==> config.mk <==
export PLATFORM = sky130hd
export DESIGN_NAME = seg7_capture_flat
export DESIGN_NICKNAME = d
export VERILOG_FILES = /design/src/rtl/seg7_pkg.sv /design/src/rtl/seg7_capture_if.sv /design/src/rtl/seg7_decode.sv /design/src/rtl/seg7_capture.sv /design/src/flat_wrapper.sv
export SDC_FILE = /design/constraint.sdc
export NUM_CORES = 1
export LEC_CHECK = 0
export BUFFER_PORTS_ARGS = -buffer_cell sky130_fd_sc_hd__clkbuf_2
export CORE_MARGIN = 4
export CORE_UTILIZATION = 40
export CTS_CLUSTER_SIZE = 40
export DETAILED_ROUTE_END_ITERATION = 8
export PLACE_DENSITY = 0.56
export SYNTH_ARGS = -nofsm -noshare
export SYNTH_HDL_FRONTEND = slang
export SYNTH_SLANG_ARGS = --single-unit
==> constraint.sdc <==
create_clock -name clk -period 3.2 [get_ports clk]
set_clock_uncertainty 0.15 [all_clocks]
set_input_delay 0.48 -clock clk [delete_from_list [all_inputs] [get_ports clk]]
set_output_delay 0.48 -clock clk [all_outputs]
set_load 0.05 [all_outputs]
==> src/rtl/seg7_pkg.sv <==
// seg7_pkg: glyph table shared by the seven-segment encoder and capture logic
package seg7_pkg;
    localparam logic [6:0] SEG_0 = 7'b1000000;
    localparam logic [6:0] SEG_1 = 7'b1111001;
    localparam logic [6:0] SEG_2 = 7'b0100100;
    localparam logic [6:0] SEG_3 = 7'b0110000;
    localparam logic [6:0] SEG_4 = 7'b0011001;
    localparam logic [6:0] SEG_5 = 7'b0010010;
    localparam logic [6:0] SEG_6 = 7'b0000010;
    localparam logic [6:0] SEG_7 = 7'b1111000;
    localparam logic [6:0] SEG_8 = 7'b0000000;
    localparam logic [6:0] SEG_9 = 7'b0010000;
    localparam logic [6:0] SEG_A = 7'b0001000;
    localparam logic [6:0] SEG_B = 7'b0000011;
    localparam logic [6:0] SEG_C = 7'b1000110;
    localparam logic [6:0] SEG_D = 7'b0100001;
    localparam logic [6:0] SEG_E = 7'b0000110;
    localparam logic [6:0] SEG_F = 7'b0001110;
    localparam logic [6:0] SEG_BLANK = 7'b1111111;
    localparam logic [6:0] SEG_GLYPHS [16] = '{
        SEG_0, SEG_1, SEG_2, SEG_3, SEG_4, SEG_5, SEG_6, SEG_7,
        SEG_8, SEG_9, SEG_A, SEG_B, SEG_C, SEG_D, SEG_E, SEG_F
    };
endpackage

==> src/rtl/seg7_capture_if.sv <==
// seg7_capture_if: display bus snoop inputs and decoded readback outputs
interface seg7_capture_if #(parameter int NUM_DIGITS = 4);
    logic [NUM_DIGITS-1:0] an;
    logic [6:0] seg;
    logic clear;
    logic [4*NUM_DIGITS-1:0] value;
    logic [NUM_DIGITS-1:0] digit_ok;
    logic frame_valid;
    logic err;
    modport master (output an, seg, clear, input value, digit_ok, frame_valid, err);
    modport slave (input an, seg, clear, output value, digit_ok, frame_valid, err);
endinterface

==> src/rtl/seg7_decode.sv <==
// seg7_decode: active-low segment pattern to hex nibble
module seg7_decode
    import seg7_pkg::*;
(
    input  logic [6:0] seg,
    output logic [3:0] nibble,
    output logic       legal,
    output logic       blank
);
    assign blank = seg == SEG_BLANK;
    always_comb begin
        nibble = '0;
        legal = 1'b0;
        for (int k = 0; k < 16; k++) begin
            if (seg == SEG_GLYPHS[k]) begin
                nibble = 4'(k);
                legal = 1'b1;
            end
        end
    end
endmodule

==> src/rtl/seg7_capture.sv <==
// seg7_capture: snoops a multiplexed 7-segment bus and reconstructs per-digit hex values
module seg7_capture
    import seg7_pkg::*;
#(
    parameter int NUM_DIGITS    = 4,
    parameter int STABLE_CYCLES = 4
) (
    input  logic clk,
    input  logic rst_n,
    seg7_capture_if.slave bus
);
    localparam int W  = NUM_DIGITS + 7;
    localparam int CW = $clog2(STABLE_CYCLES + 1);

    logic [W-1:0] s1, s2, hold;
    logic [CW-1:0] cnt;
    logic [NUM_DIGITS-1:0] sel, seen, digit_ok;
    logic [4*NUM_DIGITS-1:0] value;
    logic frame_valid, err;
    logic [3:0] nibble;
    logic legal, blank, commit, one, multi;

    assign sel    = ~s2[W-1:7];
    assign one    = sel != '0 && (sel & (sel - NUM_DIGITS'(1))) == '0;
    assign multi  = sel != '0 && !one;
    // fires only on the cycle the counter steps up to STABLE_CYCLES
    assign commit = s2 == hold && cnt == CW'(STABLE_CYCLES - 1);

    seg7_decode u_dec (
        .seg    (s2[6:0]),
        .nibble (nibble),
        .legal  (legal),
        .blank  (blank)
    );

    always_ff @(posedge clk or negedge rst_n) begin
        if (!rst_n) begin
            s1          <= '1;
            s2          <= '1;
            hold        <= '1;
            cnt         <= '0;
            seen        <= '0;
            value       <= '0;
            digit_ok    <= '0;
            frame_valid <= 1'b0;
            err         <= 1'b0;
        end else begin
            s1          <= {bus.an, bus.seg};
            s2          <= s1;
            hold        <= s2;
            cnt         <= s2 != hold ? '0 : cnt == CW'(STABLE_CYCLES) ? cnt : cnt + CW'(1);
            frame_valid <= 1'b0;
            err         <= 1'b0;
            if (bus.clear) begin
                value    <= '0;
                digit_ok <= '0;
                seen     <= '0;
            end else if (commit && multi) begin
                err <= 1'b1;
            end else if (commit && one) begin
                err         <= !legal && !blank;
                frame_valid <= (seen | sel) == '1;
                seen        <= (seen | sel) == '1 ? '0 : seen | sel;
                for (int i = 0; i < NUM_DIGITS; i++) begin
                    if (sel[i]) begin
                        digit_ok[i] <= legal;
                        if (legal) value[4*i +: 4] <= nibble;
                    end
                end
            end
        end
    end

    assign bus.value       = value;
    assign bus.digit_ok    = digit_ok;
    assign bus.frame_valid = frame_valid;
    assign bus.err         = err;
endmodule
==> src/flat_wrapper.sv <==
// flat-port wrapper written by rule: the top's interface ports become plain ports
module seg7_capture_flat import seg7_pkg::*;
#(
    parameter int NUM_DIGITS    = 4,
    parameter int STABLE_CYCLES = 4
)
  (clk, rst_n, bus_an, bus_seg, bus_clear, bus_value, bus_digit_ok, bus_frame_valid, bus_err);
  seg7_capture_if #(.NUM_DIGITS(NUM_DIGITS)) bus_i ();
  input  logic clk;
  input  logic rst_n;
  input wire logic [$bits(bus_i.an)-1:0] bus_an;
  input wire logic [$bits(bus_i.seg)-1:0] bus_seg;
  input wire logic [$bits(bus_i.clear)-1:0] bus_clear;
  output wire logic [$bits(bus_i.value)-1:0] bus_value;
  output wire logic [$bits(bus_i.digit_ok)-1:0] bus_digit_ok;
  output wire logic [$bits(bus_i.frame_valid)-1:0] bus_frame_valid;
  output wire logic [$bits(bus_i.err)-1:0] bus_err;
  assign bus_i.an = bus_an;
  assign bus_i.seg = bus_seg;
  assign bus_i.clear = bus_clear;
  assign bus_value = bus_i.value;
  assign bus_digit_ok = bus_i.digit_ok;
  assign bus_frame_valid = bus_i.frame_valid;
  assign bus_err = bus_i.err;
  seg7_capture #(.NUM_DIGITS(NUM_DIGITS), .STABLE_CYCLES(STABLE_CYCLES)) u_core (.clk(clk), .rst_n(rst_n), .bus(bus_i));
endmodule
==> reports/metrics.csv <==
metric,value,unit
regArea,0.001593,mm²
final-setup-viol-count,0,
start_util,0.4121,
antenna_found_initial,0,
cp_max_fo,20,
grt_pass1_wl,10410,µm
status,finished clean,
critPathArrivalTime,2750,ps
yosys_warnings,0,
fin_tns_setup,0,ps
postRouteWirelength,6413,µm
io_pins,36,
cts_hold_buf,0,
irDropWorstVdd,263.4,µV
min_period_over_period,0.8331,
cts_root_buf,clkbuf_8,
slew_headroom,0.4434,
hold_path_class,in -> reg,
setup_ws,534.0,ps
place_ws,561.4,ps
dp.final_hpwl,4328,µm
max_freq,375.1,MHz
leakage,1.448,nW
core.rowCount,31,
final_util,0.4739,
cp_data_required_time,3280,ps
synth_nets,291,
post-route-drc-count,0,
powerDensity,488.3,mW/mm²
maxSlewViolCount,0,
holdPathStages,1,
grt_usage,0.1521,
min-delay-start,bus_seg[0],
ys_ff_latch,62,
end_kind,flip-flop,
vias,2202,
gp_congestion,0.7836,
die_h,94.68,µm
nFillCells,693,
htree_num_levels,3,
dp_cells,391,
layout_min_cycle_time,2666,ps
nNetsFinal,320,
rsz0062_at_grt,false,
multi_input_area,0.001265,mm²
synth.most_common_cell,dfstp_2,
numCtsBuffers,9,
cts_resized,0,
detail_route.first_pass.iterations,4,
drive_above_1_share,0.3182,
synth_cell_type_count,59,
synth_top_area_frac,0.2885,
crit_type,reg -> reg,
syn_area_per_cell,10.97,µm²
ys_seq_area_frac,0.5300,
die_w,94.68,µm
grt_max_degree,63,
netlist_top_cells_area,"dfstp_2, dfrtp_1, xor2_1",
worstSetupStartpointType,flip-flop,
core,0.007292,mm²
reg2reg_depth,5,
synth_area,0.003005,mm²
worst_pin_slew,827.8,ps
synthCells,274,
insertion_delay,340,ps
whs,71.44,ps
cts_buffer_depth,2,
ys.flop_type,dfstp_2,
hold_viol_final,0,
fin_cells,407,
hold-path-endpoint,u_core.s1[0],
synth_edf_count,0,
regToRegSetupSlack,530,ps
grt_pass1_vias,2053,
cts_setup_buffers,0,
routed_via_density,5.410,
wl_per_cell,15.76,µm
ys_async_sr_fraction,1.000,
die_area,0.008964,mm²
grt_overflow,0,
cap_violations,0,
post-synth-top-area-cell,dfstp_2,
reg2reg_from,u_core.s2[3],
antenna_cells,0,
ant_nets,0,
worstReg2RegEnd,u_core.bus.value[13],
port_buffers,35,
clock-sinks,62,
drtIter0Drc,91,
area_delta_synth_final,14.99,%
cts_tree,built,
clk_pin_slew,70,ps
synthTopCellsByCount,"dfstp_2, dfrtp_1, nand2_1, inv_1, a21oi_1",
-- final cells by class --
class	count	area share
Inverter	14	0.01521
Sequential cell	62	0.4609
Clock inverter	1	0.001448
Clock buffer	15	0.06336
Multi-Input combinational cell	178	0.3660
Tap cell	99	0.03584
Timing Repair Buffer	38	0.05721
-- power breakdown --
| part | internal (W) | switching (W) |
|---|---|---|
| combinational | 0.0000365 | 0.0000624 |
| sequential | 0.000823 | 0.0000339 |
| clock | 0.000439 | 0.000293 |
-- kinds of logic (layout without fill, tap and decap cells) --
| kind of cell | count (synthesis) | after routing | share of synthesized area |
|---|---|---|---|
| AOI/OAI and AO/OA | 71 | 71 | 0.1711 |
| xor gates and xnor gates | 14 | 14 | 0.04080 |
| adders and majority gates | 3 | 3 | 0.01249 |
| buffers and inverters | 34 | 68 | 0.04913 |
| DFF | 62 | 62 | 0.5300 |
| muxes | 1 | 1 | 0.003331 |
| and+or+nand+nor | 89 | 89 | 0.1932 |
-- layer usage --
| metal | vias to the layer above | global-route usage | wire (µm) |
|---|---|---|---|
| li1 | 1072 | - | - |
| met1 | 1059 | 0.2174 | 3126 |
| met2 | 61 | 0.2167 | 2783 |
| met3 | 10 | 0.04303 | 413 |
| met4 | 0 | 0.06010 | 89 |
| met5 | - | 0 | 0 |
-- stage by stage --
stage | instance area [µm²] | power (W)
2_1_floorplan | 3005 | 0.0009310
3_5_place_dp | 3232 | 0.0009709
5_1_grt | 3456 | 0.001759
3_3_place_gp | 3232 | 0.0009700
4_1_cts | 3456 | 0.001709
6_report | 3456 | 0.001688
-- worst max path at each step --
stage,from,end
after CTS,u_core.s2[3],u_core.bus.value[13]
after floorplan,u_core.s2[7],u_core.bus.value[10]
after detailed placement,u_core.s2[3],u_core.bus.value[13]
after global placement,u_core.s2[3],u_core.bus.value[13]
final,u_core.s2[3],u_core.bus.value[13]
after global routing,u_core.s2[3],u_core.bus.value[13]
-- flip-flops by register name, indices dropped and copies added, names as in the netlist --
name	flops
u_core.bus.frame_valid	1
u_core.bus.err	1
u_core.s2	11
u_core.hold	11
u_core.bus.value	16
u_core.s1	11
u_core.bus.digit_ok	4
u_core.cnt	3
u_core.seen	4
-- worst max-delay path, cell delays in order, from the launching register on --
cell	delay [ps]
dfstp_2	730
xor2_1	160
nor4_4	500
nand4_1	420
a31o_2	370
a31o_2	240
-- cells in the final DEF, fill, tap and decap left out, drive strengths merged, types with 2 or more instances in the layout --
master / netlist / layout
a21oi: 13 / 13
a221o: 2 / 2
a22oi: 2 / 2
a311oi: 3 / 3
a31o: 2 / 2
a31oi: 3 / 3
and2: 2 / 2
and3: 5 / 5
and4: 5 / 5
and4bb: 2 / 2
buf: 11 / 3
clkbuf: 9 / 50
dfrtp: 29 / 29
dfstp: 33 / 33
ha: 3 / 3
inv: 14 / 14
nand2: 16 / 16
nand3: 6 / 6
nand3b: 2 / 2
nand4: 7 / 7
nand4b: 3 / 3
nor2: 10 / 10
nor2b: 7 / 7
nor3: 9 / 9
nor4: 3 / 3
nor4b: 3 / 3
nor4bb: 3 / 3
o211ai: 6 / 6
o21a: 8 / 8
o21ai: 6 / 6
o21bai: 2 / 2
o22ai: 3 / 3
o31ai: 6 / 6
o32ai: 2 / 2
or2: 2 / 2
xnor2: 4 / 4
xor2: 10 / 10
Power figures use the tool's default switching activity.
